## config.mk

```make
export PLATFORM = sky130hd
export DESIGN_NAME = morse_key_timer
export DESIGN_NICKNAME = d
export VERILOG_FILES = /design/src/rtl/morse_pkg.sv /design/src/rtl/morse_debounce.sv /design/src/rtl/morse_key_timer.sv
export SDC_FILE = /design/constraint.sdc
export NUM_CORES = 1
export LEC_CHECK = 0
export ABC_CLOCK_PERIOD_IN_PS = 4700
export BUFFER_PORTS_ARGS = -buffer_cell sky130_fd_sc_hd__buf_4
export CAP_MARGIN = 10
export CORE_MARGIN = 5
export CORE_UTILIZATION = 55
export CTS_BUF_LIST = sky130_fd_sc_hd__clkbuf_8 sky130_fd_sc_hd__clkbuf_16
export DETAILED_ROUTE_END_ITERATION = 7
export HOLD_SLACK_MARGIN = 0.05
export PLACE_DENSITY_LB_ADDON = 0.1
export SETUP_SLACK_MARGIN = 0.05
export SLEW_MARGIN = 20
export SYNTH_ARGS = -nofsm -noshare
export SYNTH_HDL_FRONTEND = slang
export SYNTH_HIERARCHICAL = 1
export SYNTH_SLANG_ARGS = --single-unit
```

## constraint.sdc

```tcl
create_clock -name clk -period 4.7 [get_ports clk]
set_input_delay 0.235 -clock clk [delete_from_list [all_inputs] [get_ports clk]]
set_output_delay 0.235 -clock clk [all_outputs]
set_load 0.05 [all_outputs]
```

## src/rtl/morse_pkg.sv

```systemverilog
// Shared Morse symbol codes and key-timer FSM state encodings.
package morse_pkg;

  localparam int unsigned SYM_W   = 2;
  localparam int unsigned STATE_W = 2;

  localparam logic [SYM_W-1:0] MORSE_NONE = 2'b00;
  localparam logic [SYM_W-1:0] MORSE_DOT  = 2'b01;
  localparam logic [SYM_W-1:0] MORSE_DASH = 2'b10;
  localparam logic [SYM_W-1:0] MORSE_GAP  = 2'b11;

  localparam logic [STATE_W-1:0] ST_IDLE  = 2'd0;
  localparam logic [STATE_W-1:0] ST_MARK  = 2'd1;
  localparam logic [STATE_W-1:0] ST_SPACE = 2'd2;

endpackage

```

## src/rtl/morse_debounce.sv

```systemverilog
// Two-flop synchroniser followed by a stable-count filter on the raw key.
// Latency from a key edge to the level change is 2+DEBOUNCE_CYC cycles for
// both polarities, so mark/space durations survive the filter unchanged.
module morse_debounce #(
  parameter int unsigned DEBOUNCE_CYC = 16
) (
  input  logic clk,
  input  logic rst,
  input  logic key_in,
  output logic level,
  output logic rise,
  output logic fall
);

  localparam int unsigned DB_W = (DEBOUNCE_CYC > 1) ? $clog2(DEBOUNCE_CYC) : 1;
  localparam logic [DB_W-1:0] DB_LAST = DB_W'(DEBOUNCE_CYC - 1);

  logic            sync1;
  logic            sync2;
  logic [DB_W-1:0] cnt;

  // Synchronise, then accept a new level after DEBOUNCE_CYC differing samples.
  always_ff @(posedge clk) begin
    if (rst) begin
      sync1 <= 1'b0;
      sync2 <= 1'b0;
      cnt   <= '0;
      level <= 1'b0;
      rise  <= 1'b0;
      fall  <= 1'b0;
    end else begin
      sync1 <= key_in;
      sync2 <= sync1;
      rise  <= 1'b0;
      fall  <= 1'b0;
      if (sync2 != level) begin
        if (cnt == DB_LAST) begin
          level <= sync2;
          cnt   <= '0;
          rise  <= sync2;
          fall  <= ~sync2;
        end else begin
          cnt <= cnt + DB_W'(1);
        end
      end else begin
        cnt <= '0;
      end
    end
  end

endmodule

```

## src/rtl/morse_key_timer.sv

```systemverilog
// Times debounced marks and spaces in dot units and emits one-cycle symbol
// codes (dot, dash, letter gap) plus a word-gap pulse for the decoder.
module morse_key_timer
  import morse_pkg::*;
#(
  parameter int unsigned TICK_DIV     = 1000,
  parameter int unsigned DEBOUNCE_CYC = 16,
  parameter int unsigned DASH_UNITS   = 2,
  parameter int unsigned LETTER_UNITS = 3,
  parameter int unsigned WORD_UNITS   = 7,
  parameter int unsigned CNT_W        = 4
) (
  input  logic       clk,
  input  logic       rst,
  input  logic       key_in,
  output logic [1:0] morse_signal,
  output logic       word_gap,
  output logic       key_level,
  output logic       busy
);

  localparam int unsigned PRE_W = $clog2(TICK_DIV);
  localparam logic [PRE_W-1:0] PRE_LAST = PRE_W'(TICK_DIV - 1);
  localparam logic [CNT_W-1:0] UNIT_MAX = '1;
  localparam logic [CNT_W-1:0] DASH_U   = CNT_W'(DASH_UNITS);
  localparam logic [CNT_W-1:0] LETTER_U = CNT_W'(LETTER_UNITS);
  localparam logic [CNT_W-1:0] WORD_U   = CNT_W'(WORD_UNITS);

  logic               key_rise;
  logic               key_fall;
  logic [STATE_W-1:0] state;
  logic [STATE_W-1:0] state_next;
  logic [PRE_W-1:0]   presc;
  logic [CNT_W-1:0]   units;
  logic               gap_done;
  logic               gap_done_next;
  logic [SYM_W-1:0]   sig_next;
  logic               word_next;

  morse_debounce #(
    .DEBOUNCE_CYC(DEBOUNCE_CYC)
  ) u_debounce (
    .clk   (clk),
    .rst   (rst),
    .key_in(key_in),
    .level (key_level),
    .rise  (key_rise),
    .fall  (key_fall)
  );

  // State, unit timing and registered outputs; timers restart on every state entry.
  always_ff @(posedge clk) begin
    if (rst) begin
      state        <= ST_IDLE;
      presc        <= '0;
      units        <= '0;
      gap_done     <= 1'b0;
      morse_signal <= MORSE_NONE;
      word_gap     <= 1'b0;
      busy         <= 1'b0;
    end else begin
      state        <= state_next;
      morse_signal <= sig_next;
      word_gap     <= word_next;
      busy         <= (state_next != ST_IDLE);
      if (state_next != state) begin
        presc    <= '0;
        units    <= '0;
        gap_done <= 1'b0;
      end else begin
        gap_done <= gap_done_next;
        if (presc == PRE_LAST) begin
          presc <= '0;
          if (units != UNIT_MAX) begin
            units <= units + CNT_W'(1);
          end
        end else begin
          presc <= presc + PRE_W'(1);
        end
      end
    end
  end

  // Next state and symbol decisions from key strobes and elapsed units.
  always_comb begin
    state_next    = state;
    gap_done_next = gap_done;
    sig_next      = MORSE_NONE;
    word_next     = 1'b0;
    case (state)
      ST_IDLE: begin
        if (key_rise) state_next = ST_MARK;
      end
      ST_MARK: begin
        if (key_fall) begin
          sig_next   = (units < DASH_U) ? MORSE_DOT : MORSE_DASH;
          state_next = ST_SPACE;
        end
      end
      ST_SPACE: begin
        if ((units == LETTER_U) && !gap_done) begin
          sig_next      = MORSE_GAP;
          gap_done_next = 1'b1;
        end
        if (units == WORD_U) begin
          word_next  = 1'b1;
          state_next = ST_IDLE;
        end
        if (key_rise) state_next = ST_MARK;
      end
      default: state_next = ST_IDLE;
    endcase
  end

endmodule
```

==> impl_metrics.csv, run 1 <==
group,metric,value,unit
outcome,status,"completed",
placement,portBuffers,7,
logic_synthesis,ys_ff_latch,30,
hold_path,min_path_cells,2,
logic_synthesis,synth_nets,149,
logic_synthesis,synth-simple-area-share,0.288,
logic_synthesis,ys_seq_area_frac,0.433,
logic_synthesis,synth.distinct_cells,39,
clock_network,cts_tree,"yes",
logic_synthesis,avgSynthCellArea,9.98,µm²
timing,worstMarginPinSlew,478,ps
clock_network,cts_max_level,2,
worst_setup_path,worstPathRequired,4840,ps
logic_synthesis,synth.area.mux_share,0.0144,
hold_path,min_to,"u_debounce/sync1",
clock_network,insertion_delay,270,ps
timing,skew,3.91,ps
global_routing,grt_max_degree,16,
finish,final_common_cell,"dfxtp_1",
finish,area_growth,12.2,%
routing,routedWlPerCell,13.9,µm
logic_synthesis,synthCells,139,
routing,drt-total-wl,2.51,mm
worst_setup_path,worstPathArrival,2220,ps
floorplan,core_area,2450,µm²
finish,seqCellArea,601,µm²
global_routing,grt_usage,0.164,
timing,rsz0062_at_grt,"false",
timing,min_period_over_period,0.442,
clock_network,hold_buffers,0,
global_routing,grt.overflow.total,0,
logic_synthesis,ys_warn_count,6,
worst_setup_path,cp-end-kind,"register",
worst_setup_path,crit_type,"reg2reg",
logic_synthesis,syn-cell-area,1390,µm²
routing,ant_nets,0,
power,power.leakage,0.600,nW
finish,final_cell_mix,"30 x dfxtp_1, 16 x nor3_1, 8 x nand3_1, 8 x nor2_1",
worst_setup_path,critPathMaxFanout,7,
floorplan,num_rows,18,
logic_synthesis,ys_async_sr_fraction,0,
timing,hold_viol,0,
timing,max_slew_margin,0.682,
routing,drt_first_pass_iters,4,
power,pwr_density_cell,303,nW/µm²
routing,drc_errors,0,
timing,finalMaxSlewViolations,0,
timing,finalSetupTns,0,ps
routing,via_per_inst,5.74,
routing,vias,1039,
logic_synthesis,synth_xor_area_frac,0.0757,
worst_setup_path,startpoint_type,"register",
power,vdd_drop_max,0.261,mV
clock_network,clk_pin_slew,60,ps
floorplan,die_w,60.2,µm
floorplan,die_height,60.2,µm
floorplan,dieArea,3630,µm²
clock_network,clkSinkCount,30,
logic_synthesis,synth_top_family_by_area,"simple AND/OR/NAND/NOR gates",
timing,min_period,2080,ps
worst_setup_path,r2r_end,"gap_done",
logic_synthesis,synth-compound-area-share,0.110,
placement,place_congestion,0.793,
logic_synthesis,synth_adder_area_share,0.0631,
worst_setup_path,cp-startpoint,"state[0]",
hold_path,min-delay-start,"key_in",
power,finalPower,0.000472,W
routing,drt_iter0_drc,24,
global_routing,grt_pass1_vias,1028,
flow_run,drv_cap,0,
logic_synthesis,synthFlopType,"dfxtp_1",
floorplan,start_util,0.565,
clock_network,cts_setup_buffers,0,
finish,drive_gt1_frac,0.146,
timing,max_freq,482,MHz
clock_network,clock_tree.buffer_depth,2,
timing,setup_viol,0,
finish,multiInputGateArea,764,µm²
clock_network,cts_made_buffers,5,
clock_network,root_buffer,"clkbuf_8",
finish,num_antenna_cells,0,
finish,final_nets,162,
worst_setup_path,reg2reg_from,"state[0]",
worst_setup_path,worstRegToRegCells,6,
logic_synthesis,synth-edff-count,0,
hold_path,hold_path_class,"in2reg",
global_routing,antenna_found_initial,0,
clock_network,post_cts_resized,0,
worst_setup_path,regToRegSetupSlack,2620,ps
finish,nFillCells,200,
global_routing,grt_pass1_wl,4.31,mm
floorplan,num_io_pins,8,
placement,dp.final_hpwl,1.78,mm
[kinds of logic (layout without fill, tap and decap cells)]
| family | Yosys count | count (layout) |
|---|---|---|
| DFF | 30 | 30 |
| muxes | 2 | 2 |
| buffers and inverters | 6 | 18 |
| xor gates and xnor gates | 12 | 12 |
| and+or+nand+nor | 66 | 66 |
| adders and majority gates | 7 | 7 |
| AOI/OAI and AO/OA | 16 | 16 |
[cell usage after synthesis, drive strengths merged, types with 2 or more instances]
master	count	area [µm²]
nand4	3	33.8
mux2i	2	20.0
nand3	9	50.1
xor2	7	61.3
nor3b	3	22.5
a21oi	4	20.0
xnor2	5	43.8
inv	5	18.8
and2	3	18.8
nor2	8	30.0
and3	2	13.8
or3	4	26.3
ha	7	87.6
nor2b	4	25.0
nand2	4	15.0
nand3b	3	22.5
o21ai	3	15.0
nor3	16	80.1
nor4b	2	17.5
dfxtp	30	601
[registers in the layout, summed over array words and instances, names as in the netlist, 2 cells and up]
name and count:
morse_signal 2, presc 10, u_debounce/cnt 4, state 2
units 4
[worst max path at each step]
stage | end | slack [ps]
after floorplan | units[2] | 2910
after global placement | presc[2] | 2730
after detailed placement | gap_done | 2640
after CTS | gap_done | 2630
after global routing | gap_done | 2500
final | gap_done | 2620
[where the power goes]
| group | total [W] | internal [W] | leakage, nW | switching [W] |
|---|---|---|---|---|
| registers | 0.000260 | 0.000258 | 0.243 | 0.00000256 |
| clock network | 0.000198 | 0.000113 | 0.0431 | 0.0000857 |
| logic | 0.0000133 | 0.00000621 | 0.314 | 0.00000713 |
| total | 0.000472 | 0.000376 | 0.600 | 0.0000954 |
[per-stage QoR]
step                 util  hold slack, ps  cells  instance area, µm²  worst slack (ps)
floorplan               -             307    139                1390              2910
global placement    0.600             424    175                1470              2730
detailed placement  0.600             432    175                1470              2640
CTS                 0.634             173    181                1560              2630
global route        0.634             191    181                1560              2500
finish              0.634             175    181                1560              2620
[worst max-delay path, stage by stage (launching register included)]
cell	delay, ps
dfxtp_1	420
inv_1	170
ha_1	290
and2_1	160
a2111o_1	460
o211ai_2	340
nor3_1	100
[layer usage]
metal | wire length, µm | GRT usage | up-vias | part of all wire
met4 | 36 | 0.0823 | 0 | 0.014
met5 | 0 | 0 | - | 0
met1 | 1190 | 0.189 | 491 | 0.47
met3 | 83 | 0.0713 | 6 | 0.033
li1 | - | - | 530 | -
met2 | 1200 | 0.258 | 12 | 0.48
[cell type report]
cell class / instances / area share
inverters: 5 / 0.0121
clock buffers: 6 / 0.0531
multi-input cells: 103 / 0.491
flip-flops and latches: 30 / 0.386
repair buffers: 7 / 0.0338
well taps: 30 / 0.0241
Power figures use the tool's default switching activity.
==> inputs of run 2 (changes only) <==
--- a/config.mk
+++ b/config.mk
@@ -5,7 +5,7 @@
 export SDC_FILE = /design/constraint.sdc
 export NUM_CORES = 1
 export LEC_CHECK = 0
-export ABC_CLOCK_PERIOD_IN_PS = 4700
+export ABC_CLOCK_PERIOD_IN_PS = 2100
 export BUFFER_PORTS_ARGS = -buffer_cell sky130_fd_sc_hd__buf_4
 export CAP_MARGIN = 10
 export CORE_MARGIN = 5
==> constraint.sdc (replaced) <==
create_clock -name clk -period 2.1 [get_ports clk]
set_input_delay 0.105 -clock clk [delete_from_list [all_inputs] [get_ports clk]]
set_output_delay 0.105 -clock clk [all_outputs]
set_load 0.05 [all_outputs]
==> impl_metrics.csv, run 2 (synthesis results as in run 1) <==
group,metric,value,unit
worst_setup_path,critPathMaxFanout,7,
timing,setup_ws,199,ps
timing,rsz0062_at_grt,"false",
routing,vias,1035,
placement,dp.final_hpwl,1.73,mm
global_routing,grt_max_degree,16,
floorplan,num_rows,18,
timing,worstMarginPinSlew,471,ps
clock_network,clkSinkCount,30,
floorplan,num_io_pins,8,
power,pwr_density_cell,715,nW/µm²
clock_network,cts_made_buffers,5,
clock_network,clock_tree.buffer_depth,2,
global_routing,grt.overflow.total,0,
clock_network,post_cts_resized,0,
worst_setup_path,worstPathArrival,2040,ps
placement,place_congestion,0.789,
worst_setup_path,crit_type,"reg2reg",
routing,routedWlPerCell,12.9,µm
routing,ant_nets,0,
routing,drt_first_pass_iters,4,
timing,skew,3.62,ps
flow_run,drv_cap,0,
finish,nFillCells,202,
placement,place_ws,236,ps
finish,largest-register,"presc",
finish,utilization,0.655,
finish,final_common_cell,"dfxtp_1",
finish,seqCellArea,601,µm²
global_routing,grt_pass1_wl,4.26,mm
routing,drc_errors,0,
finish,largest_registers,"presc x10, u_debounce/cnt x4, units x4",
floorplan,start_util,0.565,
routing,drt-total-wl,2.40,mm
routing,drt_iter0_drc,40,
finish,largest_reg_flops,10,
timing,finalSetupTns,0,ps
finish,drive_gt1_frac,0.167,
finish,multiInputGateArea,764,µm²
floorplan,dieArea,3630,µm²
clock_network,insertion_delay,280,ps
power,vdd_drop_max,0.561,mV
timing,max_slew_margin,0.686,
finish,final_cells,186,
floorplan,die_height,60.2,µm
finish,area_growth,16.0,%
timing,min_period_over_period,0.905,
timing,hold_viol,0,
timing,setup_viol,0,
global_routing,grt_usage,0.160,
timing,min_period,1900,ps
clock_network,clk_pin_slew,60,ps
timing,finalMaxSlewViolations,0,
placement,portBuffers,7,
routing,via_per_inst,5.56,
global_routing,antenna_found_initial,0,
power,power.leakage,0.628,nW
worst_setup_path,startpoint_type,"register",
timing,max_freq,526,MHz
finish,final_nets,165,
floorplan,core_area,2450,µm²
placement,dp.cells,177,
clock_network,root_buffer,"clkbuf_8",
outcome,status,"completed",
clock_network,cts_tree,"yes",
timing,holdWs,94.7,ps
finish,num_antenna_cells,0,
clock_network,cts_max_level,2,
global_routing,grt_pass1_vias,1028,
floorplan,die_w,60.2,µm
finish,final_cell_mix,"30 x dfxtp_1, 16 x nor3_1, 9 x buf_4",
hold_path,hold_path_class,"in2reg",
worst_setup_path,cp-end-kind,"register",
worst_setup_path,worstPathRequired,2240,ps
run 2: cell count changes in the layout (fill, tap and decap cells not counted), sizes merged:
cell	before	now
clkbuf	6	8
dlygate4sd3	0	1
buf	7	9
run 2: path summary, 6_finish.rpt:
kind	start	to	slack (ps)	depth (start not counted)
hold / removal	rst	u_debounce/sync1	90	2
setup / recovery	state[0]	presc[2]	200	6
hold reg to reg	u_debounce/sync1	u_debounce/sync2	450	1
setup reg to reg	state[0]	presc[2]	200	6
run 2: per-layer routing:
layer / share of wire / vias to the layer above / global-route usage
li1: - / 534 / -
met2: 0.48 / 13 / 0.261
met3: 0.037 / 5 / 0.0454
met4: 0.017 / 0 / 0.0854
met1: 0.47 / 483 / 0.189
met5: 0 / - / 0
run 2: per-stage QoR:
stage,cell area (µm²),power [W]
6_report,1610,0.00115
5_1_grt,1610,0.00120
4_1_cts,1610,0.00117
3_5_place_dp,1490,0.000623
3_3_place_gp,1490,0.000622
2_1_floorplan,1390,0.000612
run 2: what timing repair did:
item	in CTS	in global routing
hold buffers	1	0
setup endpoints to repair	0	0
hold endpoints to repair	1	0
setup buffers	0	0
run 2: worst max-delay path, stage by stage, from the launching register on:
cell and delay (ps):
dfxtp_1 400, inv_1 80, ha_1 240, and2_1 150, a2111o_1 450, o211ai_2 330, nor3_1 110
run 2: final cells by class:
| type | count | area share |
|---|---|---|
| Multi-Input combinational cell | 103 | 0.475 |
| Sequential cell | 30 | 0.373 |
| Clock buffer | 8 | 0.0684 |
| Timing Repair Buffer | 10 | 0.0482 |
| Tap cell | 30 | 0.0233 |
| Inverter | 5 | 0.0117 |
run 2: power breakdown:
| group | total [W] | switching, W | internal [W] |
|---|---|---|---|
| registers | 0.000582 | 0.00000527 | 0.000576 |
| clock network | 0.000538 | 0.000208 | 0.000330 |
| logic | 0.0000305 | 0.0000156 | 0.0000149 |
| total | 0.00115 | 0.000229 | 0.000922 |
